**src/rtl/div_iter.sv**
```systemverilog
// Multi-cycle radix-2 restoring divider for RV32M DIV/DIVU/REM/REMU.
// Produces one quotient bit per cycle, with valid/ready handshakes on the request and result sides.
module div_iter #(
  parameter int unsigned DATA_LEN = 32
) (
  input  logic                clk,
  input  logic                rst,
  input  logic                flush,
  input  logic                div_valid,
  output logic                div_ready,
  input  logic                div_signed,
  input  logic [DATA_LEN-1:0] dividend,
  input  logic [DATA_LEN-1:0] divisor,
  output logic                out_valid,
  input  logic                out_ready,
  output logic [DATA_LEN-1:0] quotient,
  output logic [DATA_LEN-1:0] remainder
);

  localparam int unsigned CW  = $clog2(DATA_LEN);
  localparam int unsigned TW  = DATA_LEN + 1;
  localparam int unsigned MSB = DATA_LEN - 1;

  typedef enum logic [1:0] {
    IDLE = 2'd0,
    CALC = 2'd1,
    DONE = 2'd2
  } state_t;

  state_t              r_state;
  state_t              w_next_state;
  logic [CW-1:0]       r_cnt;
  logic [DATA_LEN-1:0] r_rem;
  logic [DATA_LEN-1:0] r_quo;
  logic [DATA_LEN-1:0] r_div_mag;
  logic                r_sign_q;
  logic                r_sign_r;
  logic [DATA_LEN-1:0] r_quotient;
  logic [DATA_LEN-1:0] r_remainder;

  logic                w_accept;
  logic                w_dvd_neg;
  logic                w_dvs_neg;
  logic [DATA_LEN-1:0] w_dvd_mag;
  logic [DATA_LEN-1:0] w_dvs_mag;
  logic                w_div_zero;
  logic                w_overflow;
  logic                w_special;
  logic [TW-1:0]       w_trial;
  logic [DATA_LEN-1:0] w_rem_nxt;
  logic [DATA_LEN-1:0] w_quo_nxt;

  assign div_ready = (r_state == IDLE);
  assign out_valid = (r_state == DONE);
  assign quotient  = r_quotient;
  assign remainder = r_remainder;

  // Operand decode for the acceptance cycle: magnitudes and the two short-circuit cases
  assign w_accept   = div_ready & div_valid & ~flush;
  assign w_dvd_neg  = div_signed & dividend[MSB];
  assign w_dvs_neg  = div_signed & divisor[MSB];
  assign w_dvd_mag  = w_dvd_neg ? (~dividend + DATA_LEN'(1)) : dividend;
  assign w_dvs_mag  = w_dvs_neg ? (~divisor + DATA_LEN'(1)) : divisor;
  assign w_div_zero = (divisor == '0);
  assign w_overflow = div_signed & (dividend == {1'b1, {(DATA_LEN-1){1'b0}}}) & (divisor == '1);
  assign w_special  = w_div_zero | w_overflow;

  // Trial subtraction as an add of the inverted, zero-extended divisor with carry-in 1
  assign w_trial   = {r_rem, r_quo[MSB]} + ~{1'b0, r_div_mag} + TW'(1);
  assign w_rem_nxt = w_trial[TW-1] ? {r_rem[MSB-1:0], r_quo[MSB]} : w_trial[DATA_LEN-1:0];
  assign w_quo_nxt = {r_quo[MSB-1:0], ~w_trial[TW-1]};

  always_ff @(posedge clk) begin
    if (rst) r_state <= IDLE;
    else     r_state <= w_next_state;
  end

  always_comb begin
    w_next_state = r_state;
    case (r_state)
      IDLE:    if (div_valid) w_next_state = w_special ? DONE : CALC;
      CALC:    if (r_cnt == '0) w_next_state = DONE;
      DONE:    if (out_ready) w_next_state = IDLE;
      default: w_next_state = IDLE;
    endcase
    if (flush) w_next_state = IDLE;
  end

  // Datapath: capture on accept, one restoring step per CALC cycle, sign fix-up on the last step
  always_ff @(posedge clk) begin
    if (rst) begin
      r_cnt       <= '0;
      r_rem       <= '0;
      r_quo       <= '0;
      r_div_mag   <= '0;
      r_sign_q    <= 1'b0;
      r_sign_r    <= 1'b0;
      r_quotient  <= '0;
      r_remainder <= '0;
    end else if (!flush) begin
      if (w_accept) begin
        r_sign_q  <= w_dvd_neg ^ w_dvs_neg;
        r_sign_r  <= w_dvd_neg;
        r_rem     <= '0;
        r_quo     <= w_dvd_mag;
        r_div_mag <= w_dvs_mag;
        r_cnt     <= CW'(DATA_LEN - 1);
        if (w_div_zero) begin
          r_quotient  <= '1;
          r_remainder <= dividend;
        end else if (w_overflow) begin
          r_quotient  <= dividend;
          r_remainder <= '0;
        end
      end else if (r_state == CALC) begin
        r_rem <= w_rem_nxt;
        r_quo <= w_quo_nxt;
        r_cnt <= r_cnt - CW'(1);
        if (r_cnt == '0) begin
          r_quotient  <= r_sign_q ? (~w_quo_nxt + DATA_LEN'(1)) : w_quo_nxt;
          r_remainder <= r_sign_r ? (~w_rem_nxt + DATA_LEN'(1)) : w_rem_nxt;
        end
      end
    end
  end

endmodule

```
**config.mk**
```make
export PLATFORM = sky130hd
export DESIGN_NAME = div_iter
export DESIGN_NICKNAME = d
export VERILOG_FILES = /design/src/rtl/div_iter.sv
export SDC_FILE = /design/constraint.sdc
export NUM_CORES = 1
export LEC_CHECK = 0
export ABC_AREA = 1
export BUFFER_PORTS_ARGS = -buffer_cell sky130_fd_sc_hd__buf_2
export CORE_ASPECT_RATIO = 0.9
export CORE_MARGIN = 5
export CORE_UTILIZATION = 61
export DETAILED_ROUTE_END_ITERATION = 7
export PLACE_DENSITY = 0.89
export SETUP_SLACK_MARGIN = 0.02
export SLEW_MARGIN = 0
export SYNTH_ARGS = -nofsm -noshare
export SYNTH_HDL_FRONTEND = slang
export SYNTH_SLANG_ARGS = --single-unit
```
**constraint.sdc**
```tcl
create_clock -name clk -period 4.7 [get_ports clk]
set_input_delay 0.47 -clock clk [delete_from_list [all_inputs] [get_ports clk]]
set_output_delay 0.47 -clock clk [all_outputs]
set_load 0.01 [all_outputs]
```
Word level (Yosys, flattened, before mapping)
Index checks and enable logic that the tools add are counted.
Widths: inputs -> output; s select.
{ "word_totals": {"word_cells": 75, "output_inout_bits": 66, "ff_bits": 169, "in_bits": 70} }
{ "op_classes": {"muxes": 26, "addsub": 7, "bitwise_logic": 15, "n_eq_ne": 8, "reduce_logical": 10} }
{ "op_table": {"columns": ["operator", "n"], "rows": [
  ["$mux 32", 19],
  ["$add 32x1->32 const B", 4],
  ["$not 32->32", 4],
  ["$eq 32x32->1 const B", 2],
  ["$add 33x1->33 const B", 1],
  ["$add 33x33->33", 1],
  ["$not 32->33", 1],
  ["$logic_not 32->1", 1],
  ["$mux 5", 2],
  ["$mux 2", 4],
  ["$and 1x1->1", 6],
  ["$pmux 2 s3", 1],
  ["$logic_not 5->1", 1],
  ["$sub 5x1->5 const B", 1],
  ["$ne 2x2->1 const B", 2],
  ["$reduce_and 2->1", 2],
  ["$reduce_and 4->1", 1],
  ["$reduce_bool 2->1", 2],
  ["$ne 3x1->1 const B", 1],
  ["$reduce_and 3->1", 1],
  ["$eq 2x1->1 const B", 1],
  ["$eq 2x2->1 const B", 1],
  ["$logic_not 2->1", 1],
  ["$ne 2x1->1 const B", 1],
  ["4 further kinds", 5]
]} }

Logic depth before layout (Yosys ltp)
Gate-level depths: netlist (run 1).
{ "depth": {"depth_word": 10, "depth_mapped": 29} }

Worst setup path after synthesis (run 1)
No wires, ideal clock.
{ "synth_path": {"kind": "register to register", "start": "reg r_quo[31]", "end": "reg r_quotient[30], in the netlist quotient[30]", "t_arrival_ps": 3674, "path_slack_ps": 940, "setup_time_ps": 86, "path_stages_with_launch": 29, "n_path_buf": 1, "required_time_ps": 4614, "cell_sequence": "dfxtp_1 inv_1 ha_1 inv_1 fa_1 nand2_1 nand2_1 nand3_1 nand2_2 nand2_2 nand2_4 nand2_4 nand3_4 nand2_4 buf_2 ha_1 inv_1 nor3_1 nand2_1 nor3_1 nand3_1 nor2_1 nand2_1 nor2_1 a21oi_1 nor2_1 xor2_1 o22ai_1 a211oi_1"} }
{ "synth_between": {"elab_chain_cells": 9} }
{ "synth_rtl": {"columns": ["item", "line", "source"], "rows": [
  ["start: declaration", "34", "logic [DATA_LEN-1:0] r_quo;"],
  ["start signal: assignment", "105", "r_quo <= w_dvd_mag;"],
  ["start signal: assignment", "117", "r_quo <= w_quo_nxt;"],
  ["$add 33x33->33", "69", "assign w_trial = {r_rem, r_quo[MSB]} + ~{1'b0, r_div_mag} + TW'(1);"],
  ["$add 33x1->33", "69", null],
  ["$not 1->1", "71", "assign w_quo_nxt = {r_quo[MSB-1:0], ~w_trial[TW-1]};"],
  ["$not 32->32", "120", "r_quotient <= r_sign_q ? (~w_quo_nxt + DATA_LEN'(1)) : w_quo_nxt;"],
  ["$add 32x1->32", "120", null],
  ["$mux 32", "120", null],
  ["$mux 32", "119", "if (r_cnt == '0) begin"],
  ["$mux 32", "115", "end else if (r_state == CALC) begin"],
  ["$mux 32", "101", "if (w_accept) begin"],
  ["end signal: assignment", "112", "r_quotient <= dividend;"],
  ["end signal: assignment", "120", null],
  ["end: declaration", "38", "logic [DATA_LEN-1:0] r_quotient;"]
]} }
No other way between the ends. The select of a mux whose other input is x is not followed.
A chain may end at the register's enable or synchronous reset.

Worst setup path after layout (run 1)
Ends and elaborated chain as after synthesis.

==> results of run 1 <==
-- power breakdown --
| group | switching [uW] | internal (uW) | total [uW] | leakage (uW) |
|---|---|---|---|---|
| clock network | 756 | 722 | 1480 | 0.000289 |
| logic | 837 | 346 | 1180 | 0.00591 |
| registers | 45.0 | 1490 | 1530 | 0.00137 |
-- sequential cells by signal, indices dropped and copies added (netlist names) --
name and count:
r_rem 32, r_sign_r 1, r_div_mag 32, quotient 32, r_state 2, remainder 32, r_cnt 5, r_sign_q 1
r_quo 32
-- layout by cell type (no fill, tap or decap), types with 28 or more instances in the layout --
cell     count
buf_2      135
nand4_1     28
nor2_1     188
a21oi_1    217
nor3_1      36
xor2_1      46
ha_1        39
nand2_1    589
o21ai_0    159
dfxtp_1    169
inv_1      293
nand3_1    145
-- final timing paths --
check                  end  slack, ps  depth (start not counted)
max           quotient[30]        410                         27
min           r_div_mag[0]        360                          3
min reg2reg  r_div_mag[31]        470                          2
max reg2reg   quotient[30]        410                         27
-- through the flow --
step | std cells | setup WS [ps] | util [%] | power (uW)
floorplan | 2237 | 940 | - | 2330
global placement | 2588 | 647 | 65.7 | 2670
detailed placement | 2588 | 423 | 65.7 | 2690
CTS | 2620 | 385 | 68.5 | 4140
global route | 2620 | 35.5 | 68.5 | 4360
finish | 2620 | 409 | 68.5 | 4200
-- area by class of cell --
cell class                      instances  area, sq um  share of cell area (%)
Sequential cell                       169         3380                    22.8
Inverter                              307         1150                    7.78
Tap cell                              291          364                    2.46
Timing Repair Buffer                  152          803                    5.42
Multi-Input combinational cell       1669         8510                    57.4
Clock buffer                           17          425                    2.87
Clock inverter                         15          184                    1.24
-- per-layer routing --
layer / up-vias / share of wire [%] / global-route usage, %
li1: 7445 / - / -
met1: 7155 / 42 / 54.0
met2: 1029 / 42 / 57.3
met3: 123 / 13 / 9.69
met4: 2 / 2.8 / 10.6
met5: - / 0.026 / 0
-- worst max-delay path, cell delays in order (launching register included) --
cell and delay (ps):
dfxtp_1 320, inv_1 90, ha_1 170, inv_1 80
fa_1 440, nand2_1 90, nand2_1 80, nand3_1 110
nand2_2 90, nand2_2 90, nand2_4 70, nand2_4 100
nand3_4 140, nand2_4 120, ha_1 150, inv_1 60
nor3_1 230, nand2_1 140, nor3_2 220, nand3_1 130
nor2_1 160, nand2_1 80, nor2_1 240, a21oi_1 180
nor2_1 150, xor2_1 160, o22ai_1 80, a211oi_1 230
-- synth_stat cells, types with 11 or more instances --
library cell / number
a21oi_1: 217
clkbuf_1: 67
dfxtp_1: 169
ha_1: 39
inv_1: 295
nand2_1: 590
nand2_2: 25
nand2_4: 11
nand3_1: 146
nand4_1: 28
nor2_1: 190
nor2_2: 13
nor3_1: 37
nor4_1: 17
o211ai_1: 26
o21ai_0: 159
xnor2_1: 26
xor2_1: 46
-- cells by family (layout without fill, tap and decap cells) --
kind of cell	after synthesis	in the layout	synth area share [%]
compound gates	471	471	19.4
xor+xnor	72	72	4.70
fa+ha+maj	40	40	3.79
buf+inv	399	491	11.6
flops	169	169	25.2
simple gates	1086	1086	35.3
==> impl_metrics.toml, run 1 <==
[clock_tree]
cts_tree = "yes"
holdBufCountCts = 0
post_cts_buffers = 0
cts_made_buffers = 17
cts_sinks = 169
htreeDepth = 4
cts.path.max_buffers = 2
cts_resized = 0
clk_pin_slew_ps = 80
clkLatencyLatePin_ps = 450
clock_tree.root_cell = "clkbuf_16"

[logic_synthesis]
yosys.area.top_type = "dfxtp_1"
synth_area_sq_um = 13400
syn_avg_cell_area_sq_um = 6.00
synth_cell_types = 54
ys_ff_latch = 169
ys_async_sr_fraction_pct = 0
synth.top_cell.area_share_pct = 25.2
yosysSeqAreaShare_pct = 25.2
synth-edff-count = 0
synthTopCellsByArea = "dfxtp_1 25%, nand2_1 17%, inv_1 8.3%, a21oi_1 8.1%, o21ai_0 5.9%"
synth_fp_nets = 2347
netlist_instances = 2237
synthFlopType = "dfxtp_1"
ys_warn_count = 0

[timing]
setup_viol = 0
rsz0062_at_grt = "false"
tns_ps = 0
min_period_ps = 4290
tightest_slew_ps = 1160
max_clock_freq_ghz = 0.233
slew_violations = 0
finClkSkew_ps = 15.4
slew_headroom_pct = 21.7
hold_viol_final = 0
finalHoldWorstSlack_ps = 360
period_share_pct = 91.3

[cells_and_area]
final_nets = 2426
diodes = 0
fill_cells = 2030
final_layout_size_suffix_gt1_share_pct = 12.0
final_cell_area_sq_um = 14800
syn2layout_area_growth_pct = 10.5

[run]
cap_violations = 0

[floorplan]
start_util_pct = 62.0
die_area_sq_um = 25100
ios = 136
die_y_um = 151
core_area_sq_um = 21600
num_rows = 51
die_w_um = 166

[setup_path]
crit_path_start = "r_quo[31]"
worstPathArrival_ps = 4650
worst_ep_required_time_ps = 5060
critPathMaxFanout = 9
crit-reg2reg-launch = "r_quo[31]"
end_kind = "register"
crit_type = "reg2reg"
start_kind = "register"

[detailed_routing]
wl_mm = 49.4
viasPerCell = 6.01
wl_per_cell_um = 18.9
drt_iter0_markers = 2121
antenna_left = 0
drc = 0
route.vias.total = 15754
drtPass1Iterations = 8

[place]
port_buffers = 135
placed_cell_area_sq_um = 14200
dp_hpwl_mm = 37.0
gp_congestion = 1.01

[pwr]
pwr_density_cell_nw_per_um2 = 283
p_leak_uw = 0.00757
peakVddDrop_uv = 183

[worst_hold_path]
hold_start = "divisor[0]"
hold_class = "in2reg"

[global_route]
grt_overflow_total = 0
grt_pass1_vias = 14152
grt_first_pass_wirelength_mm = 76.0
grt_max_degree = 86
grt_usage_pct = 38.0
antenna_found_initial = 1

[run_status]
outcome = "finished clean"
Note: power is estimated with default switching activity, not from simulation.
==> run 2: changes to the inputs <==
PLACE_DENSITY = 0.82   (was 0.89)
==> run 2 against run 1 <==
Compared with the run above:
- die area unchanged
- critical path depth unchanged
- sequential power about the same
- maximum frequency up 1.1%
- largest cell class unchanged
==> impl_metrics.toml, run 2 (synthesis results as in run 1) <==
[run_status]
outcome = "finished clean"

[setup_path]
endpoint = "quotient[30]"
crit-reg2reg-launch = "r_quo[31]"
reg2reg_setup_slack_ps = 450
start_kind = "register"
critPathMaxFanout = 9
crit_path_start = "r_quo[31]"
r2r-end = "quotient[30]"
worstPathArrival_ps = 4600
end_kind = "register"
rr_worst_depth = 27
crit_type = "reg2reg"
worst_ep_required_time_ps = 5050

[place]
port_buffers = 135
place_inst = 2587
dp_hpwl_mm = 36.6
gp_congestion = 1.05

[detailed_routing]
drc = 0
route.vias.total = 15611
wl_mm = 48.7
wl_per_cell_um = 18.6
viasPerCell = 5.96
drtPass1Iterations = 8
antenna_left = 0
drt_iter0_markers = 2114

[global_route]
grt_pass1_vias = 13903
grt_max_degree = 120
grt_overflow_total = 0
antenna_found_initial = 2
grt_usage_pct = 37.4
grt_first_pass_wirelength_mm = 74.8

[clock_tree]
clock_tree.root_cell = "clkbuf_16"
post_cts_buffers = 0
clk_pin_slew_ps = 80
cts.path.max_buffers = 2
cts_sinks = 169
cts_made_buffers = 17
cts_tree = "yes"
clkLatencyLatePin_ps = 450
htreeDepth = 4

[cells_and_area]
multi_input_area_sq_um = 8520
seqCellArea_sq_um = 3380
layout_common_cells = "589 x nand2_1, 293 x inv_1, 217 x a21oi_1, 188 x nor2_1, 169 x dfxtp_1"
diodes = 0
mostFrequentLayoutCell = "nand2_1"
fill_cells = 2019
fin_cells = 2619
final_layout_size_suffix_gt1_share_pct = 12.0
final_nets = 2425
syn2layout_area_growth_pct = 10.7

[timing]
max_clock_freq_ghz = 0.235
slew_headroom_pct = 19.3
tightest_slew_ps = 1200
hold_viol_final = 0
slew_violations = 0
tns_ps = 0
rsz0062_at_grt = "false"
min_period_ps = 4250
finClkSkew_ps = 19.1
period_share_pct = 90.4
setup_viol = 0

[worst_hold_path]
hold_start = "divisor[0]"
hold_class = "in2reg"

[floorplan]
num_rows = 51
start_util_pct = 62.0
die_area_sq_um = 25100
core_area_sq_um = 21600
ios = 136
die_y_um = 151
die_w_um = 166

[pwr]
pwr_density_cell_nw_per_um2 = 283
p_leak_uw = 0.00759
peakVddDrop_uv = 291

[run]
cap_violations = 0
run 2: cell types whose count changed in the layout (fill, tap and decap cells not counted), sizes merged:
cell      before  now
buf          152  151
clkinv        11   10
clkinvlp       2    0
inv          309  312
run 2: per-stage QoR:
| step | instance area, sq um | hold slack (ps) | setup WS, ps | power, uW | utilization, % |
|---|---|---|---|---|---|
| 2_1_floorplan | 13400 | 444 | 940 | 2330 | - |
| 3_3_place_gp | 14200 | 453 | 655 | 2670 | 65.8 |
| 3_5_place_dp | 14200 | 456 | 426 | 2680 | 65.8 |
| 4_1_cts | 14800 | 349 | 392 | 4150 | 68.6 |
| 5_1_grt | 14900 | 376 | 74.6 | 4380 | 68.7 |
| 6_report | 14900 | 354 | 453 | 4200 | 68.7 |
run 2: report_power, final:
part,internal (uW),switching (uW)
Clock,734,761
Sequential,1490,44.5
Combinational,347,824
run 2: critical path, stage by stage, from the launching register on:
cell and delay (ps):
dfxtp_1 310, inv_1 70, ha_1 140, inv_1 70
fa_1 440, nand2_1 80, nand2_1 90, nand3_1 110
nand2_2 90, nand2_2 90, nand2_4 60, nand2_4 90
nand3_4 130, nand2_4 120, ha_1 160, inv_1 50
nor3_1 230, nand2_1 170, nor3_4 210, nand3_1 130
nor2_1 160, nand2_1 90, nor2_1 240, a21oi_1 170
nor2_1 160, xor2_1 160, o22ai_1 90, a211oi_1 250
run 2: how the worst min path moves through the flow:
stage,end,slack (ps),cells past startpoint
4_1_cts,r_div_mag[0],350,3
3_3_place_gp,r_quo[30],450,2
2_1_floorplan,r_div_mag[31],440,2
6_report,r_div_mag[0],350,3
3_5_place_dp,r_quo[30],460,2
5_1_grt,r_div_mag[31],380,3
run 2: what timing repair did:
| item | CTS | global route |
|---|---|---|
| hold buffers | 0 | 0 |
| resized for setup | 0 | 2 |
| setup endpoints to repair | 0 | 2 |
run 2: final cells by class:
type | count | share of cell area (%)
multi-input cells | 1669 | 57.3
well taps | 291 | 2.45
clock inverters | 15 | 1.27
inverters | 307 | 7.77
repair buffers | 151 | 5.53
clock buffers | 17 | 2.86
flip-flops and latches | 169 | 22.8
run 2: metal layers:
| metal | share of wire, % | global-route usage [%] | vias to the layer above |
|---|---|---|---|
| li1 | - | - | 7448 |
| met1 | 41 | 52.8 | 7039 |
| met2 | 42 | 56.7 | 975 |
| met3 | 13 | 8.66 | 147 |
| met4 | 3.6 | 12.2 | 2 |
| met5 | 0.027 | 0 | - |
